--- src/rtl/fifo_arb_pkg.sv ---
// Shared defaults, index-width helper and data word type for the
// round-robin write-arbitrated FIFO.
package fifo_arb_pkg;

  localparam int unsigned NUM_REQ_DEF = 4;
  localparam int unsigned DATA_W_DEF  = 8;
  localparam int unsigned DEPTH_DEF   = 16;

  typedef logic [DATA_W_DEF-1:0] data_t;

  // Index width for n items, never narrower than one bit.
  function automatic int unsigned idx_w(input int unsigned n);
    return (n > 1) ? $clog2(n) : 1;
  endfunction

endpackage

--- src/rtl/rr_arbiter.sv ---
// Combinational round-robin arbiter: searches req starting one past
// last_grant; the grant is suppressed (but gnt_id still shown) when !enable.
module rr_arbiter
  import fifo_arb_pkg::*;
#(
  parameter int unsigned N = 4,
  localparam int unsigned ID_W = idx_w(N)
) (
  input  logic [N-1:0]    req,
  input  logic [ID_W-1:0] last_grant,
  input  logic            enable,
  output logic [N-1:0]    gnt,
  output logic [ID_W-1:0] gnt_id
);

  logic        found;
  int unsigned idx;

  always_comb begin
    gnt    = '0;
    gnt_id = '0;
    found  = 1'b0;
    idx    = 0;
    for (int unsigned i = 1; i <= N; i++) begin
      idx = (int'(last_grant) + i) % N;
      if (!found && req[ID_W'(idx)]) begin
        found  = 1'b1;
        gnt_id = ID_W'(idx);
      end
    end
    if (enable && found) gnt[gnt_id] = 1'b1;
  end

endmodule

--- src/rtl/fifo_wr_arbiter.sv ---
// Synchronous FIFO whose single write port is shared round-robin among
// NUM_REQ producers; one registered read port for the consumer.
module fifo_wr_arbiter
  import fifo_arb_pkg::*;
#(
  parameter int unsigned NUM_REQ = NUM_REQ_DEF,
  parameter int unsigned DATA_W  = DATA_W_DEF,
  parameter int unsigned DEPTH   = DEPTH_DEF,
  parameter int unsigned ADDR_W  = $clog2(DEPTH),
  localparam int unsigned ID_W   = idx_w(NUM_REQ)
) (
  input  logic                      clk,
  input  logic                      rst_n,
  input  logic [NUM_REQ-1:0]        req_valid,
  input  logic [NUM_REQ*DATA_W-1:0] req_data,
  output logic [NUM_REQ-1:0]        req_ready,
  input  logic                      rd_en,
  output logic [DATA_W-1:0]         rd_data,
  output logic                      rd_valid,
  output logic                      full,
  output logic                      empty,
  output logic [ADDR_W:0]           count,
  output logic [ID_W-1:0]           grant_id
);

  localparam int unsigned CNT_W = ADDR_W + 1;

  logic [ADDR_W-1:0] w_ptr;
  logic [ADDR_W-1:0] r_ptr;
  logic [ID_W-1:0]   last_grant;
  logic [DATA_W-1:0] mem [DEPTH];
  logic [DATA_W-1:0] wr_word;
  logic              wr_fire;
  logic              rd_fire;

  assign full    = (count == CNT_W'(DEPTH));
  assign empty   = (count == '0);
  assign wr_fire = |req_ready;
  // No bypass: a pop needs an entry that was already stored last cycle.
  assign rd_fire = rd_en && !empty;

  rr_arbiter #(.N(NUM_REQ)) u_arb (
    .req        (req_valid),
    .last_grant (last_grant),
    .enable     (!full),
    .gnt        (req_ready),
    .gnt_id     (grant_id)
  );

  // Select the winner's slice of the packed write data.
  always_comb begin
    wr_word = '0;
    for (int unsigned i = 0; i < NUM_REQ; i++) begin
      if (req_ready[i]) wr_word = req_data[i*DATA_W +: DATA_W];
    end
  end

  always_ff @(posedge clk) begin
    if (wr_fire) mem[w_ptr] <= wr_word;
  end

  always_ff @(posedge clk or negedge rst_n) begin
    if (!rst_n) begin
      w_ptr      <= '0;
      r_ptr      <= '0;
      count      <= '0;
      last_grant <= ID_W'(NUM_REQ - 1);
      rd_data    <= '0;
      rd_valid   <= 1'b0;
    end else begin
      rd_valid <= rd_fire;
      if (wr_fire) begin
        w_ptr      <= w_ptr + ADDR_W'(1);
        last_grant <= grant_id;
      end
      if (rd_fire) begin
        rd_data <= mem[r_ptr];
        r_ptr   <= r_ptr + ADDR_W'(1);
      end
      case ({wr_fire, rd_fire})
        2'b10:   count <= count + CNT_W'(1);
        2'b01:   count <= count - CNT_W'(1);
        default: count <= count;
      endcase
    end
  end

endmodule
--- config.mk ---
export PLATFORM = sky130hd
export DESIGN_NAME = fifo_wr_arbiter
export DESIGN_NICKNAME = d
export VERILOG_FILES = /design/src/rtl/fifo_arb_pkg.sv /design/src/rtl/rr_arbiter.sv /design/src/rtl/fifo_wr_arbiter.sv
export SDC_FILE = /design/constraint.sdc
export NUM_CORES = 1
export LEC_CHECK = 0
export BUFFER_PORTS_ARGS = -buffer_cell sky130_fd_sc_hd__buf_2
export CAP_MARGIN = 20
export CORE_MARGIN = 1
export CORE_UTILIZATION = 40
export DETAILED_ROUTE_END_ITERATION = 16
export HOLD_SLACK_MARGIN = 0.05
export SYNTH_ARGS = -nofsm -noshare
export SYNTH_HDL_FRONTEND = slang
export SYNTH_HIERARCHICAL = 1
export SYNTH_SLANG_ARGS = --single-unit
--- constraint.sdc ---
create_clock -name clk -period 10.4 [get_ports clk]
set_clock_uncertainty 0.1 [all_clocks]
set_input_delay 1.04 -clock clk [delete_from_list [all_inputs] [get_ports clk]]
set_output_delay 1.04 -clock clk [all_outputs]
set_load 0.01 [all_outputs]
==> metrics.txt <==
# TYPE chip_impl_metric gauge
chip_impl_metric{name="routed_wl",unit="µm"} 12400
chip_impl_metric{name="hold_ws",unit="ns"} 0.369
chip_impl_info{name="root_buffer",value="sky130_fd_sc_hd__clkbuf_16"} 1
chip_impl_info{name="cts_tree",value="yes"} 1
chip_impl_metric{name="final_std_cell_area_no_fill",unit="µm²"} 7500
chip_impl_metric{name="clock.fmax",unit="MHz"} 234
chip_impl_metric{name="dpl.hpwl",unit="µm"} 8310
chip_impl_info{name="critPathLaunch",value="req_valid[0]"} 1
chip_impl_metric{name="final_antenna_net_count",unit=""} 0
chip_impl_metric{name="wire_length_of_the_first_global_routing_pass",unit="µm"} 19900
chip_impl_metric{name="start_util",unit="%"} 40.8
chip_impl_metric{name="final_setup_viols",unit=""} 0
chip_impl_metric{name="worstPathArrival",unit="ns"} 4.51
chip_impl_metric{name="finalWorstSetupSlack",unit="ns"} 6.12
chip_impl_metric{name="post-cts-setup-buffer-count",unit=""} 0
chip_impl_metric{name="syn-mean-instance-area",unit="µm²"} 17.3
chip_impl_info{name="setup.worst_path.start_class",value="primary input"} 1
chip_impl_metric{name="p_clk_share",unit="%"} 21.0
chip_impl_metric{name="multi_input_logic_area",unit="µm²"} 1880
chip_impl_info{name="dominantRegCellSynth",value="sky130_fd_sc_hd__edfxtp_1"} 1
chip_impl_info{name="regToRegStartpoint",value="last_grant[1]$_DFFE_PN1P_"} 1
chip_impl_metric{name="antenna_found_initial",unit=""} 0
chip_impl_metric{name="route.detailed.vias_per_inst",unit=""} 5.14
chip_impl_metric{name="fin_tns_setup",unit="ns"} 0
chip_impl_metric{name="ys_ff_latch",unit=""} 152
chip_impl_metric{name="p_switching",unit="mW"} 0.824
chip_impl_metric{name="netlist_area",unit="µm²"} 6460
chip_impl_metric{name="floorplan.rows",unit=""} 46
chip_impl_metric{name="layout.filler_cells",unit=""} 1338
chip_impl_metric{name="timing_max_transition_violations_final",unit=""} 0
chip_impl_metric{name="netSwitchingFraction",unit="%"} 33.9
chip_impl_metric{name="place_congestion",unit=""} 0.781
chip_impl_metric{name="syn_nets",unit=""} 422
chip_impl_metric{name="pre_cts_slack",unit="ns"} 5.56
chip_impl_metric{name="cp_max_fo",unit=""} 18
chip_impl_info{name="class_of_the_tightest_hold_or_removal_check",value="register to register"} 1
chip_impl_metric{name="power.static_leakage",unit="nW"} 2.75
chip_impl_metric{name="synth-seq-area-share",unit="%"} 68.8
chip_impl_metric{name="die_w",unit="µm"} 129
chip_impl_metric{name="final.min_clock_period",unit="ns"} 4.28
chip_impl_metric{name="internal-power",unit="mW"} 1.61
chip_impl_metric{name="ff_latch_area",unit="µm²"} 4450
chip_impl_metric{name="timing.max_slew.rel_slack",unit="%"} 41.2
chip_impl_metric{name="numPortBuffers",unit=""} 60
chip_impl_metric{name="tightest_slew",unit="ns"} 0.878
chip_impl_metric{name="power_per_cell_area",unit="nW/µm²"} 325
chip_impl_metric{name="drt_pass1_iterations",unit=""} 4
chip_impl_metric{name="groute.usage.overall",unit="%"} 16.8
chip_impl_info{name="type_of_element_capturing_the_critical_path",value="register"} 1
chip_impl_metric{name="finish.utilization",unit="%"} 47.4
chip_impl_metric{name="post-route-drc-count",unit=""} 0
chip_impl_metric{name="clock_transition_at_path_regs",unit="ns"} 0.06
chip_impl_metric{name="worstSkewPairLatency",unit="ns"} 0.41
chip_impl_metric{name="design.final.nets",unit=""} 493
chip_impl_metric{name="vdd_ir_drop_max",unit="mV"} 0.167
chip_impl_metric{name="avgRoutedWirePerCell",unit="µm"} 18.5
chip_impl_metric{name="route.vias.total",unit=""} 3456
chip_impl_metric{name="synth.lib_cells_used.distinct",unit=""} 44
chip_impl_metric{name="cts_resized",unit=""} 0
chip_impl_metric{name="die_y",unit="µm"} 129
chip_impl_metric{name="clock_sink_count",unit=""} 152
chip_impl_metric{name="detailed_place.area",unit="µm²"} 6990
chip_impl_metric{name="synth_async_sr_flop_share",unit="%"} 15.8
chip_impl_metric{name="share_comb_of_total_power",unit="%"} 37.0
chip_impl_info{name="rsz0062_at_grt",value="no"} 1
chip_impl_metric{name="count_of_flip_flops_with_a_built_in_enable_after_synthesis",unit=""} 128
chip_impl_info{name="outcome",value="finished, final reports clean"} 1
chip_impl_metric{name="global_route.overflow_total",unit=""} 0
chip_impl_metric{name="cts_htree_levels",unit=""} 4
chip_impl_info{name="most-common-layout-cells",value="sky130_fd_sc_hd__edfxtp_1 (128), sky130_fd_sc_hd__buf_2 (60), sky130_fd_sc_hd__mux4_2 (32)"} 1
chip_impl_metric{name="design.portCount",unit=""} 61
chip_impl_metric{name="ctsLongestPathBuffers",unit=""} 2
chip_impl_info{name="worstSetupPathType",value="primary input to register"} 1
chip_impl_metric{name="grt_max_degree",unit=""} 35
chip_impl_info{name="hp-start",value="rd_data[2]$_DFFE_PN0P_"} 1
chip_impl_metric{name="die_area",unit="µm²"} 16700
chip_impl_metric{name="drtIter0Drc",unit=""} 163
chip_impl_metric{name="ctsHoldBuffers",unit=""} 0
chip_impl_metric{name="finalHoldViolCount",unit=""} 0
chip_impl_metric{name="drv.max_cap_violation_count",unit=""} 0
chip_impl_metric{name="area_growth_from_synthesis_to_layout",unit="%"} 16.1
chip_impl_metric{name="drive_gt1_share",unit="%"} 30.7
chip_impl_metric{name="antenna_cells",unit=""} 0
chip_impl_metric{name="core-area",unit="µm²"} 15800
chip_impl_metric{name="ys_warn_count",unit=""} 6
chip_impl_info{name="mostFrequentLayoutCell",value="sky130_fd_sc_hd__edfxtp_1"} 1
chip_impl_metric{name="finalCritPeriodShare",unit="%"} 41.2
chip_impl_metric{name="tritoncts.num_buffers",unit=""} 17
chip_impl_metric{name="power_frac_seq",unit="%"} 42.0
chip_impl_metric{name="cp_data_required_time",unit="ns"} 10.63
chip_impl_metric{name="first_global_vias",unit=""} 3595
chip_impl_metric{name="netlist_instances",unit=""} 373
cells in the mapped netlist, types with 7 or more instances:
| cell | n | share of area (%) |
|---|---|---|
| sky130_fd_sc_hd__edfxtp_1 | 128 | 60 |
| sky130_fd_sc_hd__mux4_2 | 32 | 11 |
| sky130_fd_sc_hd__nand2_1 | 26 | 1.5 |
| sky130_fd_sc_hd__dfrtp_1 | 22 | 8.5 |
| sky130_fd_sc_hd__and2_1 | 12 | 1.2 |
| sky130_fd_sc_hd__nor2_1 | 11 | 0.64 |
| sky130_fd_sc_hd__a21o_1 | 10 | 1.2 |
| sky130_fd_sc_hd__mux2i_1 | 10 | 1.5 |
| sky130_fd_sc_hd__ha_1 | 9 | 1.7 |
| sky130_fd_sc_hd__nor2b_1 | 9 | 0.87 |
| sky130_fd_sc_hd__xnor2_1 | 9 | 1.2 |
| sky130_fd_sc_hd__a211oi_1 | 8 | 0.93 |
| sky130_fd_sc_hd__o22ai_1 | 8 | 0.77 |
| sky130_fd_sc_hd__a221oi_1 | 7 | 0.95 |
| sky130_fd_sc_hd__o31ai_1 | 7 | 0.81 |
registers in the layout (all words and copies together) (netlist names):
register,count
r_ptr,4
w_ptr,4
last_grant,2
rd_valid,1
count,5
mem,128
rd_data,8
per-stage QoR:
step | instances | power [mW]
2_1_floorplan | 373 | 1.65
3_3_place_gp | 639 | 1.91
3_5_place_dp | 639 | 1.95
4_1_cts | 670 | 2.46
5_1_grt | 672 | 2.59
6_report | 672 | 2.44
cell families (layout without fill, tap and decap cells):
logic type      Yosys count  in the layout  share of synthesized area [%]
buf+inv                  24            107                           2.34
mux                      43             43                           12.9
xor+xnor                 10             10                           1.36
compound gates           53             53                           5.89
flops                   152            152                           68.8
fa+ha+maj                10             10                           2.05
simple gates             81             81                           6.64
power by group through the flow:
| stage | clock [mW] | sequential (mW) | combinational (mW) |
|---|---|---|---|
| finish | 0.512 | 1.02 | 0.901 |
| global route | 0.549 | 1.04 | 1.00 |
| CTS | 0.521 | 1.02 | 0.912 |
| detailed placement | 0 | 1.04 | 0.910 |
| global placement | 0 | 1.03 | 0.883 |
| floorplan | 0 | 1.01 | 0.633 |
per-layer routing:
layer	vias to the layer above	share of wire, %	GRT usage [%]
met5	-	0	0
met4	0	0.97	5.19
met3	12	4.5	3.88
met2	91	49	27.4
met1	1738	45	22.7
li1	1615	-	-
worst paths after layout:
check,endpoint,slack [ns],depth (start not counted)
max,count[4]$_DFFE_PN0P_,6.12,13
min,rd_data[2]$_DFFE_PN0P_,0.37,1
max reg2reg,count[4]$_DFFE_PN0P_,6.24,12
min reg2reg,rd_data[2]$_DFFE_PN0P_,0.37,1
max in group asynchronous,count[1]$_DFFE_PN0P_,9.28,1
min in group asynchronous,r_ptr[1]$_DFFE_PN0P_,0.53,1
worst max-delay path, stage by stage:
cell	delay, ns
sky130_fd_sc_hd__buf_2	0.12
sky130_fd_sc_hd__a21o_1	0.17
sky130_fd_sc_hd__a31oi_1	0.28
sky130_fd_sc_hd__nand3_1	0.15
sky130_fd_sc_hd__nor2_1	0.69
sky130_fd_sc_hd__or4_1	0.37
sky130_fd_sc_hd__inv_1	0.18
sky130_fd_sc_hd__ha_1	0.33
sky130_fd_sc_hd__fa_1	0.43
sky130_fd_sc_hd__a21o_1	0.19
sky130_fd_sc_hd__a21oi_1	0.17
sky130_fd_sc_hd__mux2i_1	0.23
sky130_fd_sc_hd__xnor2_1	0.14
area by class of cell:
type | instances | area share, %
sequential | 152 | 59.3
inverter | 5 | 0.284
multi-input combinational | 197 | 25.1
tap | 216 | 3.60
clock buffer | 18 | 5.72
timing repair buffer | 71 | 5.15
clock inverter | 13 | 0.867
(Power assumes the default switching activity.)
